File: src/rtl/vend_ctrl_param.sv
// vend_ctrl_param: coin-operated vending controller with half-unit credit, change return and reject handling.
// Define VEND_STOCK_EN to enable the stock counter, sold_out and restock.
module vend_ctrl_param #(
    parameter int PRICE      = 5,
    parameter int CREDIT_W   = 5,
    parameter int STOCK_W    = 4,
    parameter int STOCK_INIT = 8
) (
    input  logic                sys_clk,
    input  logic                sys_rst_n,
    input  logic                coin_half,
    input  logic                coin_one,
    input  logic                cancel,
    input  logic                restock,
    output logic                dispense,
    output logic                change_half,
    output logic                coin_reject,
    output logic [CREDIT_W-1:0] credit,
    output logic                busy,
    output logic                sold_out
);
`ifdef VEND_STOCK_EN
    localparam bit STOCK_EN = 1'b1;
`else
    localparam bit STOCK_EN = 1'b0;
`endif
    localparam logic [CREDIT_W+1:0] MAX_C   = (CREDIT_W+2)'((1 << CREDIT_W) - 1);
    localparam logic [CREDIT_W+1:0] PRICE_S = (CREDIT_W+2)'(PRICE);
    localparam logic [CREDIT_W-1:0] PRICE_C = CREDIT_W'(PRICE);
    localparam logic [STOCK_W-1:0]  STOCK_R = STOCK_W'(STOCK_INIT);

    typedef enum logic [1:0] {IDLE, VEND, CHANGE} state_t;

    state_t              state, state_nx;
    logic [CREDIT_W-1:0] credit_nx;
    logic [STOCK_W-1:0]  stock, stock_nx;
    logic [CREDIT_W+1:0] sum;
    logic [1:0]          value;
    logic                coin, cancel_ok, accept, empty;
    logic                dispense_nx, change_nx, reject_nx;

    assign busy     = state != IDLE;
    assign sold_out = empty;

    always_comb begin
        value       = {coin_one, 1'b0} + {1'b0, coin_half};
        coin        = coin_one | coin_half;
        sum         = {2'b00, credit} + {{CREDIT_W{1'b0}}, value};
        empty       = STOCK_EN && stock == '0;
        // cancel only takes effect with credit to refund, and then beats any coin
        cancel_ok   = state == IDLE && cancel && credit != '0;
        accept      = state == IDLE && coin && !cancel_ok && !empty && sum <= MAX_C;
        state_nx    = state;
        credit_nx   = credit;
        stock_nx    = stock;
        dispense_nx = 1'b0;
        change_nx   = 1'b0;
        reject_nx   = coin && !accept;
        case (state)
            IDLE: begin
                if (cancel_ok)
                    state_nx = CHANGE;
                else if (accept) begin
                    credit_nx = sum[CREDIT_W-1:0];
                    state_nx  = sum >= PRICE_S ? VEND : IDLE;
                end
                if (STOCK_EN && restock)
                    stock_nx = STOCK_R;
            end
            VEND: begin
                dispense_nx = 1'b1;
                credit_nx   = credit - PRICE_C;
                state_nx    = credit != PRICE_C ? CHANGE : IDLE;
                stock_nx    = stock != '0 ? stock - 1'b1 : stock;
            end
            CHANGE: begin
                change_nx = 1'b1;
                credit_nx = credit - 1'b1;
                state_nx  = credit == CREDIT_W'(1) ? IDLE : CHANGE;
            end
            default: state_nx = IDLE;
        endcase
    end

    always_ff @(posedge sys_clk or negedge sys_rst_n) begin
        if (!sys_rst_n) begin
            state       <= IDLE;
            credit      <= '0;
            stock       <= STOCK_R;
            dispense    <= 1'b0;
            change_half <= 1'b0;
            coin_reject <= 1'b0;
        end else begin
            state       <= state_nx;
            credit      <= credit_nx;
            stock       <= stock_nx;
            dispense    <= dispense_nx;
            change_half <= change_nx;
            coin_reject <= reject_nx;
        end
    end
endmodule

File: config.mk
export PLATFORM = sky130hd
export DESIGN_NAME = vend_ctrl_param
export DESIGN_NICKNAME = d
export VERILOG_FILES = /design/src/rtl/vend_ctrl_param.sv
export SDC_FILE = /design/constraint.sdc
export NUM_CORES = 1
export LEC_CHECK = 0
export CAP_MARGIN = 25
export CORE_MARGIN = 5
export CORE_UTILIZATION = 30
export CTS_CLUSTER_SIZE = 25
export DETAILED_ROUTE_END_ITERATION = 12
export SETUP_SLACK_MARGIN = 0.2
export SYNTH_ARGS = -nofsm -noshare
export SYNTH_HDL_FRONTEND = slang
export SYNTH_SLANG_ARGS = --single-unit
File: constraint.sdc
create_clock -name sys_clk -period 5.95 [get_ports sys_clk]
set_input_delay 0.8925 -clock sys_clk [delete_from_list [all_inputs] [get_ports sys_clk]]
set_output_delay 0.8925 -clock sys_clk [all_outputs]
set_load 0.01 [all_outputs]
Word-level counts from Yosys, hierarchy flattened
Index checks and enable logic that the tools add are counted.
W data, S select, Z words.

word-level totals
  word-level logic and storage cells = 43
  register bits after elaboration = 10
  input port bits = 6

operators by class
  bitwise gates (word level) = 1
  muxes and demuxes = 11
  add/subtract/negate cells = 4
  reduce and logical (&&, ||, !) cells = 13
  eq/ne operators = 7
  $lt $le $gt $ge = 2

operator list
  operator               number
  $pmux W5 S3            1
  $mux W5                2
  $mux W2                4
  $add A5 B2 Y6          1
  $ge A6 B3 Y1 const B   1
  $le A6 B5 Y1 const B   1
  $logic_and A1 B1 Y1    6
  $pmux W2 S3            1
  $eq A5 B1 Y1 const B   1
  $ne A5 B3 Y1 const B   1
  $reduce_bool A5 Y1     1
  $sub A5 B1 Y5 const B  1
  $sub A5 B3 Y5 const B  1
  $ne A2 B2 Y1 const B   2
  $mux W1                3
  $ne A3 B3 Y1 const B   1
  $reduce_and A3 Y1      1
  $reduce_bool A3 Y1     1
  $add A2 B1 Y2          1
  $eq A2 B1 Y1 const B   1
  $eq A2 B2 Y1 const B   1
  $logic_not A1 Y1       2
  $logic_not A2 Y1       1
  $reduce_bool A2 Y1     1
  $or A1 B1 Y1           1

Longest topological paths before layout
Gate-level depths: netlist (run 1).

  word-level depth = 9
  mapped depth = 8
  gate-level depth less buffers = 8

Least setup slack after synthesis (run 1)
OpenSTA, ideal clock, no wires.

  path type = input-to-reg
  from = input port coin_one
  to = register credit[4]
  path buffers = 1
  cell stages on the path = 6
  path slack = 3,559 ps
  setup time = 124 ps
  required time = 5,826 ps
  arrival = 2,267 ps
  path through = ha_1 > a21oi_1 > o22ai_2 > o31a_1 > buf_6 > a211o_1

on the way
  longest elaborated chain between the ends = 6
  elaborated cells on any way between the ends = 12
  those cells by class = add/sub (2); order compare (1); eq/ne (1); mux (3); bitwise (1); reduce/logical (4)

RTL lines
  item                                                  line    RTL
  start, declared                                       12      input logic coin_one,
  $add A2 B1 Y2 or $or A1 B1 Y1 (tied branches)         46, 47
  $add A5 B2 Y6 or $logic_and A1 B1 Y1 (tied branches)  48, 52
  $le A6 B5 Y1 or $logic_and A1 B1 Y1 (tied branches)   52      accept = state == IDLE && coin && !cancel_ok && !empty && sum <= MAX_C;
  $logic_and A1 B1 Y1                                   52
  $ne A2 B2 Y1 (no source line)                         --
  $reduce_and A3 Y1 (no source line)                    --
  end signal, assigned                                  95      credit <= credit_nx;
  end, declared                                         18      output logic [CREDIT_W-1:0] credit,

Several ways; a longest one is shown, not always the timed one. The select of a mux whose other input is x is not followed.
A chain may end at the register's enable or synchronous reset.

Final worst setup path (run 1)
Ends and elaborated chain as after synthesis.

==> impl_metrics.py, run 1 <==
metrics = {
    "outcome": {
        "status": "completed",
    },
    "global_routing": {
        "grt_pass1_wl_microns": 3374,
        "overflow": 0,
        "grt.total_usage": 0.1064,
        "grt_pass1_vias": 728,
        "grt_max_degree": 14,
        "grt_antenna_before_repair": 0,
    },
    "sta": {
        "fin_crit_ps": 2829,
        "fin_setup_tns_ps": 0,
        "period_share": 0.4755,
        "setup_violations": 0,
        "hold_viol": 0,
        "rsz0062_at_grt": "no",
        "slew_viol_final": 0,
        "fmax_mhz": 353.4,
        "skew_ps": 1.388,
    },
    "synth": {
        "synth_top_area_frac": 0.2959,
        "synth_seq_cells": 10,
        "yosys-top-cells-area": "dfrtp_1, ha_1, a21oi_1, inv_1, o21ai_0",
        "ys.flop_type": "dfrtp_1",
        "yosysSeqAreaShare": 0.2959,
        "synth_warnings": 0,
        "ys_types": 39,
        "synth_edf_count": 0,
        "syn-num-nets": 114,
        "yosys.area.top_type": "dfrtp_1",
        "async_flop_share": 1.000,
        "synth_commonest_cells": "dfrtp_1, inv_1, a21oi_1, ha_1, nor2_1",
        "synth_area_sq_um": 845.8,
        "syn_inst": 99,
        "syn_area_per_cell_sq_um": 8.544,
    },
    "routing": {
        "wl_met2_microns": 919,
        "drc": 0,
        "num_vias": 771,
        "via_per_inst": 5.468,
        "wl_microns": 1904,
        "firstDrtPassIters": 4,
        "top_layer": "met4",
        "route.met3.wl_microns": 128,
        "wirelength_met1_microns": 843,
        "ant_nets": 0,
        "drt_iter0_drc": 28,
        "wl_per_cell_microns": 13.50,
    },
    "power": {
        "finalPower_uw": 605.3,
        "p_comb_frac": 0.651,
        "seqPwrFrac": 0.244,
        "power_density_nw_per_um2": 597.2,
        "p_int_uw": 327.9,
        "p_leak_nw": 0.4415,
        "pwr-share-clk": 0.105,
        "power_switching_uw": 277.4,
        "peakVddDrop_mv": 0.2601,
        "swShare": 0.4583,
    },
    "layout": {
        "n_fill_cell": 298,
        "fin_area_sq_um": 1013,
        "final_core_util": 0.3707,
        "layout.nets": 126,
        "regArea_sq_um": 250.2,
        "multi_input_area_sq_um": 520.5,
        "area_delta_synth_final_pct": 19.82,
        "insertedDiodeCount": 0,
        "drive_above_1_share": 0.09091,
    },
    "cts": {
        "root_buffer": "clkbuf_4",
        "ctsHoldBuffers": 0,
        "postCtsSetupBuffers": 0,
        "cts_buffers": 3,
        "worstSkewPairLatency_ps": 270,
        "clock_path_buffers": 2,
        "tritoncts": "done",
        "h-tree-depth": 1,
        "cts-resized-gates": 0,
        "path_clk_slew_ps": 70,
        "clock_sinks": 10,
    },
    "placed_design": {
        "place.detailed.hpwl_microns": 1455,
        "globalplace.congestion": 0.8074,
        "port_buffers": 13,
        "post_dp_cell_area_sq_um": 977.2,
    },
    "die": {
        "row_count": 19,
        "die_area_sq_um": 3981,
        "initial_core_util": 0.3094,
        "core-area_sq_um": 2734,
        "die_h_microns": 63.10,
        "die_x_microns": 63.10,
        "io_pins": 16,
    },
    "worst_setup_path": {
        "cp-startpoint": "coin_one",
        "worstPathRequired_ps": 6170,
        "timing.rr.start": "credit[0]",
        "startpoint_type": "input pin",
        "crit_fanout": 11,
        "endpoint": "credit[4]",
        "rr_worst_depth": 8,
        "rr_endpoint": "state[0]",
        "r2r_slack_ps": 3800,
        "critPathArrivalTime_ps": 3040,
        "path_class": "input pin to register",
        "cp-end-kind": "register",
    },
    "worst_hold_path": {
        "hold_class": "register to register",
    },
    "flow_run": {
        "timing.max_cap.violations": 0,
    },
}
final cells by class:
| cell class | count | share of cell area |
|---|---|---|
| tap | 31 | 0.03827 |
| clock buffer | 4 | 0.03580 |
| timing repair buffer | 13 | 0.1284 |
| inverter | 10 | 0.03704 |
| sequential | 10 | 0.2469 |
| multi-input combinational | 73 | 0.5136 |
kinds of logic after synthesis:
logic type,share of synthesized area
DFF,0.2959
buffers and inverters,0.08876
adders and majority gates,0.1420
xor gates and xnor gates,0.02071
and+or+nand+nor,0.1864
other,0.004434
AOI/OAI and AO/OA,0.2618
power by group through the flow:
stage	registers, mW	logic (mW)	clock network [mW]
2_1_floorplan	0.136	0.296	0
6_report	0.148	0.394	0.0636
4_1_cts	0.147	0.397	0.0667
3_3_place_gp	0.149	0.389	0
3_5_place_dp	0.149	0.394	0
5_1_grt	0.157	0.446	0.0706
cells in the final DEF, fill, tap and decap left out, types with 2 or more instances in the layout:
master | synthesis | final
clkdlybuf4s50_1 | 0 | 13
inv_1 | 10 | 10
dfrtp_1 | 10 | 10
a21oi_1 | 8 | 8
nor2_1 | 8 | 8
ha_1 | 8 | 8
o21ai_0 | 7 | 7
nand2_1 | 5 | 5
nand3_1 | 4 | 4
clkbuf_4 | 0 | 3
o31a_1 | 2 | 2
o31ai_1 | 2 | 2
o22ai_1 | 2 | 2
nor2b_1 | 2 | 2
a211o_1 | 2 | 2
and3_1 | 2 | 2
per-layer routing:
layer	up-vias	track usage
met1	370	0.1255
met4	0	0.04244
met3	2	0.04973
li1	377	-
met2	22	0.1654
met5	-	0
registers in the layout, summed over array words and instances, names as in the netlist:
register	cells
state	2
credit	5
dispense	1
change_half	1
coin_reject	1
worst max-delay path, stage by stage:
cell,delay (ps)
clkdlybuf4s50_1,540
ha_1,250
a21oi_1,340
o22ai_2,190
o31a_1,410
o31ai_1,290
a211o_1,120
through the flow:
stage / hold WS, ps / std cells / setup WS, ps
CTS: 680.2 / 141 / 3114
global placement: 659.3 / 137 / 2825
floorplan: 596.9 / 99 / 3559
finish: 676.1 / 141 / 3121
global route: 737.4 / 141 / 2977
detailed placement: 671.0 / 137 / 2818
worst min path at each step:
stage                         start     endpoint  slack (ps)  cells past startpoint
after CTS                 credit[0]    credit[0]         680                      2
final                     credit[0]    credit[0]         680                      2
after detailed placement  credit[0]    credit[0]         670                      2
after global routing      credit[0]    credit[0]         740                      2
after global placement    credit[0]    credit[0]         660                      2
after floorplan           sys_rst_n  change_half         600                      0
(Power assumes the default switching activity.)
==> run 2, diff against run 1 <==
Clock period 5.95 ns to 2.9 ns, I/O delays scaled along.
==> impl_metrics.py, run 2 (synthesis results as in run 1) <==
metrics = {
    "worst_setup_path": {
        "startpoint_type": "input pin",
        "crit_fanout": 4,
        "cp_cell_sequence": "clkdlybuf4s50_1, ha_1, inv_1, fa_1, xor2_1, a21oi_1, nor4_1, o41ai_1, and3_1",
        "critPathSlowestCell": "clkdlybuf4s50_1",
        "critPathArrivalTime_ps": 2530,
        "cp-end-kind": "register",
        "path_class": "input pin to register",
        "worst_path_largest_cell_delay_ps": 520,
        "rr_worst_depth": 8,
        "worstPathRequired_ps": 3110,
    },
    "layout": {
        "largest_register_ffs": 5,
        "reg_top3": "credit x5, state x2",
        "layout.nets": 127,
        "area_delta_synth_final_pct": 20.71,
        "n_fill_cell": 287,
        "regMostFlops": "credit",
        "insertedDiodeCount": 0,
        "layout.cells.most_common": "clkdlybuf4s50_1",
        "fin_cells": 142,
        "drive_above_1_share": 0.09910,
        "final_cell_mix": "clkdlybuf4s50_1, inv_1, dfrtp_1",
        "final_core_util": 0.3735,
    },
    "cts": {
        "clock_sinks": 10,
        "clock_path_buffers": 2,
        "cts_buffers": 3,
        "h-tree-depth": 1,
        "root_buffer": "clkbuf_4",
        "postCtsSetupBuffers": 0,
        "cts-resized-gates": 0,
        "ctsHoldBuffers": 0,
        "tritoncts": "done",
        "worstSkewPairLatency_ps": 270,
        "path_clk_slew_ps": 70,
    },
    "sta": {
        "skew_ps": 0.3260,
        "fin_setup_tns_ps": 0,
        "setup_ws_ps": 579.1,
        "fin_crit_ps": 2321,
        "setup_violations": 0,
        "relSlewSlack": 0.6651,
        "period_share": 0.8003,
        "fmax_mhz": 430.9,
        "rsz0062_at_grt": "no",
        "worst_slew_pin_slew_ps": 500.7,
        "slew_viol_final": 0,
        "hold_viol": 0,
        "hold_ws_ps": 494.5,
    },
    "power": {
        "seqPwrFrac": 0.243,
        "p_leak_nw": 0.4461,
        "power_switching_uw": 572.6,
        "p_int_uw": 680.1,
        "swShare": 0.4571,
        "p_comb_frac": 0.653,
        "power_density_nw_per_um2": 1227,
        "peakVddDrop_mv": 0.4951,
        "pwr-share-clk": 0.103,
    },
    "placed_design": {
        "dp_worst_setup_slack_ps": 318.8,
        "place.detailed.instances": 138,
        "globalplace.congestion": 0.7972,
        "port_buffers": 13,
        "place.detailed.hpwl_microns": 1436,
    },
    "die": {
        "core-area_sq_um": 2734,
        "io_pins": 16,
        "row_count": 19,
        "die_x_microns": 63.10,
        "die_h_microns": 63.10,
        "die_area_sq_um": 3981,
        "initial_core_util": 0.3094,
    },
    "routing": {
        "wl_microns": 1923,
        "route.met3.wl_microns": 126,
        "drc": 0,
        "firstDrtPassIters": 4,
        "wirelength_met1_microns": 854,
        "num_vias": 755,
        "ant_nets": 0,
        "top_layer": "met4",
        "via_per_inst": 5.317,
        "wl_per_cell_microns": 13.54,
        "wl_met2_microns": 929,
        "drt_iter0_drc": 18,
    },
    "global_routing": {
        "grt_pass1_vias": 741,
        "grt_antenna_before_repair": 0,
        "grt_pass1_wl_microns": 3450,
        "grt_max_degree": 14,
        "grt.total_usage": 0.1079,
        "overflow": 0,
    },
    "outcome": {
        "status": "completed",
    },
    "worst_hold_path": {
        "hold_class": "input pin to asynchronous set/reset pin",
    },
    "flow_run": {
        "timing.max_cap.violations": 0,
    },
}
-- run 2: cell types whose count changed in the layout (fill, tap and decap cells not counted), sizes merged --
cell,delta
buf,+1
-- run 2: cell type report --
cell class | count | area [sq um] | share of cell area
multi-input cells | 73 | 520.5 | 0.5098
flip-flops and latches | 10 | 250.2 | 0.2451
repair buffers | 14 | 137.6 | 0.1348
well taps | 31 | 38.79 | 0.03799
inverters | 10 | 37.54 | 0.03676
clock buffers | 4 | 36.28 | 0.03554
-- run 2: per-stage QoR --
step / power (mW) / instance area [sq um]
6_report: 1.253 / 1021
5_1_grt: 1.390 / 1021
4_1_cts: 1.263 / 1021
3_5_place_dp: 1.123 / 984.7
3_3_place_gp: 1.111 / 984.7
2_1_floorplan: 0.8879 / 845.8
-- run 2: power groups by stage --
| stage | logic, mW | registers (mW) | clock network, mW |
|---|---|---|---|
| 2_1_floorplan | 0.608 | 0.280 | 0 |
| 3_3_place_gp | 0.805 | 0.306 | 0 |
| 3_5_place_dp | 0.814 | 0.309 | 0 |
| 4_1_cts | 0.822 | 0.306 | 0.135 |
| 5_1_grt | 0.930 | 0.323 | 0.137 |
| 6_report | 0.819 | 0.305 | 0.129 |
-- run 2: worst max-delay path, delay by kind of cell --
family          cells  cell delay, ps
compound gates      2             490
buf+inv             2             570
fa+ha+maj           2             600
xor+xnor            1             180
simple gates        2             250
-- run 2: worst paths after layout --
check / slack [ps] / end / from
max: 580 / state[0] / coin_half
min: 490 / state[0] / sys_rst_n
max reg2reg: 770 / state[0] / credit[0]
min reg2reg: 680 / credit[0] / credit[0]
max in group asynchronous: 2070 / coin_reject / sys_rst_n
min in group sys_clk: 680 / credit[0] / credit[0]
-- run 2: routing by layer --
metal  global-route usage  vias up
li1                     -      377
met1               0.1335      357
met2               0.1679       19
met3              0.04796        2
met4              0.03183        0
met5                    0        -
==> run 3, diff against run 2 <==
Clock period 2.9 ns to 2.35 ns, I/O delays scaled along.
==> impl_metrics.py, run 3 (synthesis results as in run 1) <==
metrics = {
    "outcome": {
        "status": "completed",
    },
    "power": {
        "p_int_uw": 902.4,
        "p_leak_nw": 0.4763,
        "peakVddDrop_mv": 0.6088,
        "pwr-share-clk": 0.097,
        "p_comb_frac": 0.684,
        "seqPwrFrac": 0.218,
        "power_density_nw_per_um2": 1508,
        "power_switching_uw": 733.4,
        "swShare": 0.4484,
        "finalPower_mw": 1.636,
    },
    "worst_setup_path": {
        "path_class": "input pin to register",
        "cp-end-kind": "register",
        "worst_path_largest_cell_delay_ps": 480,
        "crit_fanout": 3,
        "timing.rr.start": "credit[0]",
        "cp-startpoint": "coin_half",
        "cpMostUsedCell": "and3_1",
        "cp.buffers_inverters": 2,
        "startpoint_type": "input pin",
        "critPathArrivalTime_ps": 2270,
        "critPathSlowestCell": "clkdlybuf4s50_1",
        "worstPathRequired_ps": 2560,
        "cp_cell_sequence": "clkdlybuf4s50_1, ha_2, inv_1, fa_2, nor4b_1, and3_1, o41ai_1, and3_1",
        "critical_path.top_delay_family": "adder cells",
    },
    "sta": {
        "hold_ws_ps": 423.3,
        "period_share": 0.8749,
        "fin_crit_ps": 2056,
        "worst_slew_pin_slew_ps": 521.7,
        "rsz0062_at_grt": "no",
        "skew_ps": 4.610,
        "fmax_mhz": 486.4,
        "relSlewSlack": 0.6511,
        "fin_setup_tns_ps": 0,
        "hold_viol": 0,
        "setup_violations": 0,
        "slew_viol_final": 0,
    },
    "layout": {
        "regArea_sq_um": 250.2,
        "area_delta_synth_final_pct": 28.25,
        "largest_register_ffs": 5,
        "regMostFlops": "credit",
        "drive_above_1_share": 0.1949,
        "final_cell_mix": "clkdlybuf4s50_1, dfrtp_1, inv_1",
        "n_fill_cell": 281,
        "fin_cells": 149,
        "layout.nets": 134,
        "reg_top3": "credit x5, state x2",
        "insertedDiodeCount": 0,
        "final_core_util": 0.3968,
        "layout.cells.most_common": "clkdlybuf4s50_1",
        "multi_input_area_sq_um": 531.8,
    },
    "routing": {
        "firstDrtPassIters": 4,
        "via_per_inst": 5.369,
        "wl_microns": 2054,
        "num_vias": 800,
        "wl_per_cell_microns": 13.79,
        "drt_iter0_drc": 25,
        "drc": 0,
        "ant_nets": 0,
    },
    "flow_run": {
        "timing.max_cap.violations": 0,
    },
    "cts": {
        "ctsHoldBuffers": 0,
        "tritoncts": "done",
        "worstSkewPairLatency_ps": 270,
        "path_clk_slew_ps": 70,
        "root_buffer": "clkbuf_4",
        "h-tree-depth": 1,
        "clock_sinks": 10,
        "clock_path_buffers": 2,
        "cts_buffers": 3,
    },
    "global_routing": {
        "overflow": 0,
        "grt.total_usage": 0.1096,
        "grt_max_degree": 14,
        "grt_antenna_before_repair": 0,
        "grt_pass1_wl_microns": 3539,
        "grt_pass1_vias": 763,
    },
    "die": {
        "die_area_sq_um": 3981,
        "core-area_sq_um": 2734,
        "io_pins": 16,
        "die_h_microns": 63.10,
        "die_x_microns": 63.10,
        "row_count": 19,
        "initial_core_util": 0.3094,
    },
    "placed_design": {
        "globalplace.congestion": 0.8450,
        "port_buffers": 13,
        "place.detailed.instances": 145,
        "place.detailed.hpwl_microns": 1569,
    },
    "worst_hold_path": {
        "hold_class": "input pin to asynchronous set/reset pin",
    },
}
## run 3: area by class of cell
class,count,share of cell area
clock buffers,4,0.03345
repair buffers,21,0.1753
multi-input cells,73,0.4902
flip-flops and latches,10,0.2307
well taps,31,0.03576
inverters,10,0.03460
## run 3: metal layers
metal,track usage,vias to the layer above,share of wire
met4,0.01592,0,0.011
met1,0.1338,388,0.45
met2,0.1846,18,0.49
li1,-,390,-
met3,0.04263,4,0.049
met5,0,-,0
## run 3: timing repair
| action | 4_1_cts | 5_1_grt |
|---|---|---|
| setup endpoints to repair | 0 | 4 |
| resized for setup | 0 | 5 |
| buffers inserted | 0 | 0 |
## run 3: per-stage QoR
stage               setup WS (ps)  instance area (sq um)
floorplan                   407.2                  845.8
global placement           -37.75                   1037
global route                211.2                   1085
CTS                         203.1                   1074
detailed placement         -63.47                   1037
finish                      294.0                   1085
## run 3: worst paths after layout
check                            end  slack [ps]  cells after the start
max in group asynchronous  credit[4]        1580                      1
setup / recovery            state[0]         290                      8
hold reg to reg            credit[1]         670                      2
min in group sys_clk       credit[1]         670                      2
hold / removal              state[0]         420                      1
setup reg to reg            state[0]         340                      7
## run 3: power by group through the flow
stage / logic (mW) / clock network (mW) / registers, mW
6_report: 1.12 / 0.159 / 0.357
5_1_grt: 1.26 / 0.176 / 0.371
4_1_cts: 1.11 / 0.165 / 0.356
3_5_place_dp: 1.10 / 0 / 0.360
3_3_place_gp: 1.08 / 0 / 0.357
2_1_floorplan: 0.751 / 0 / 0.345
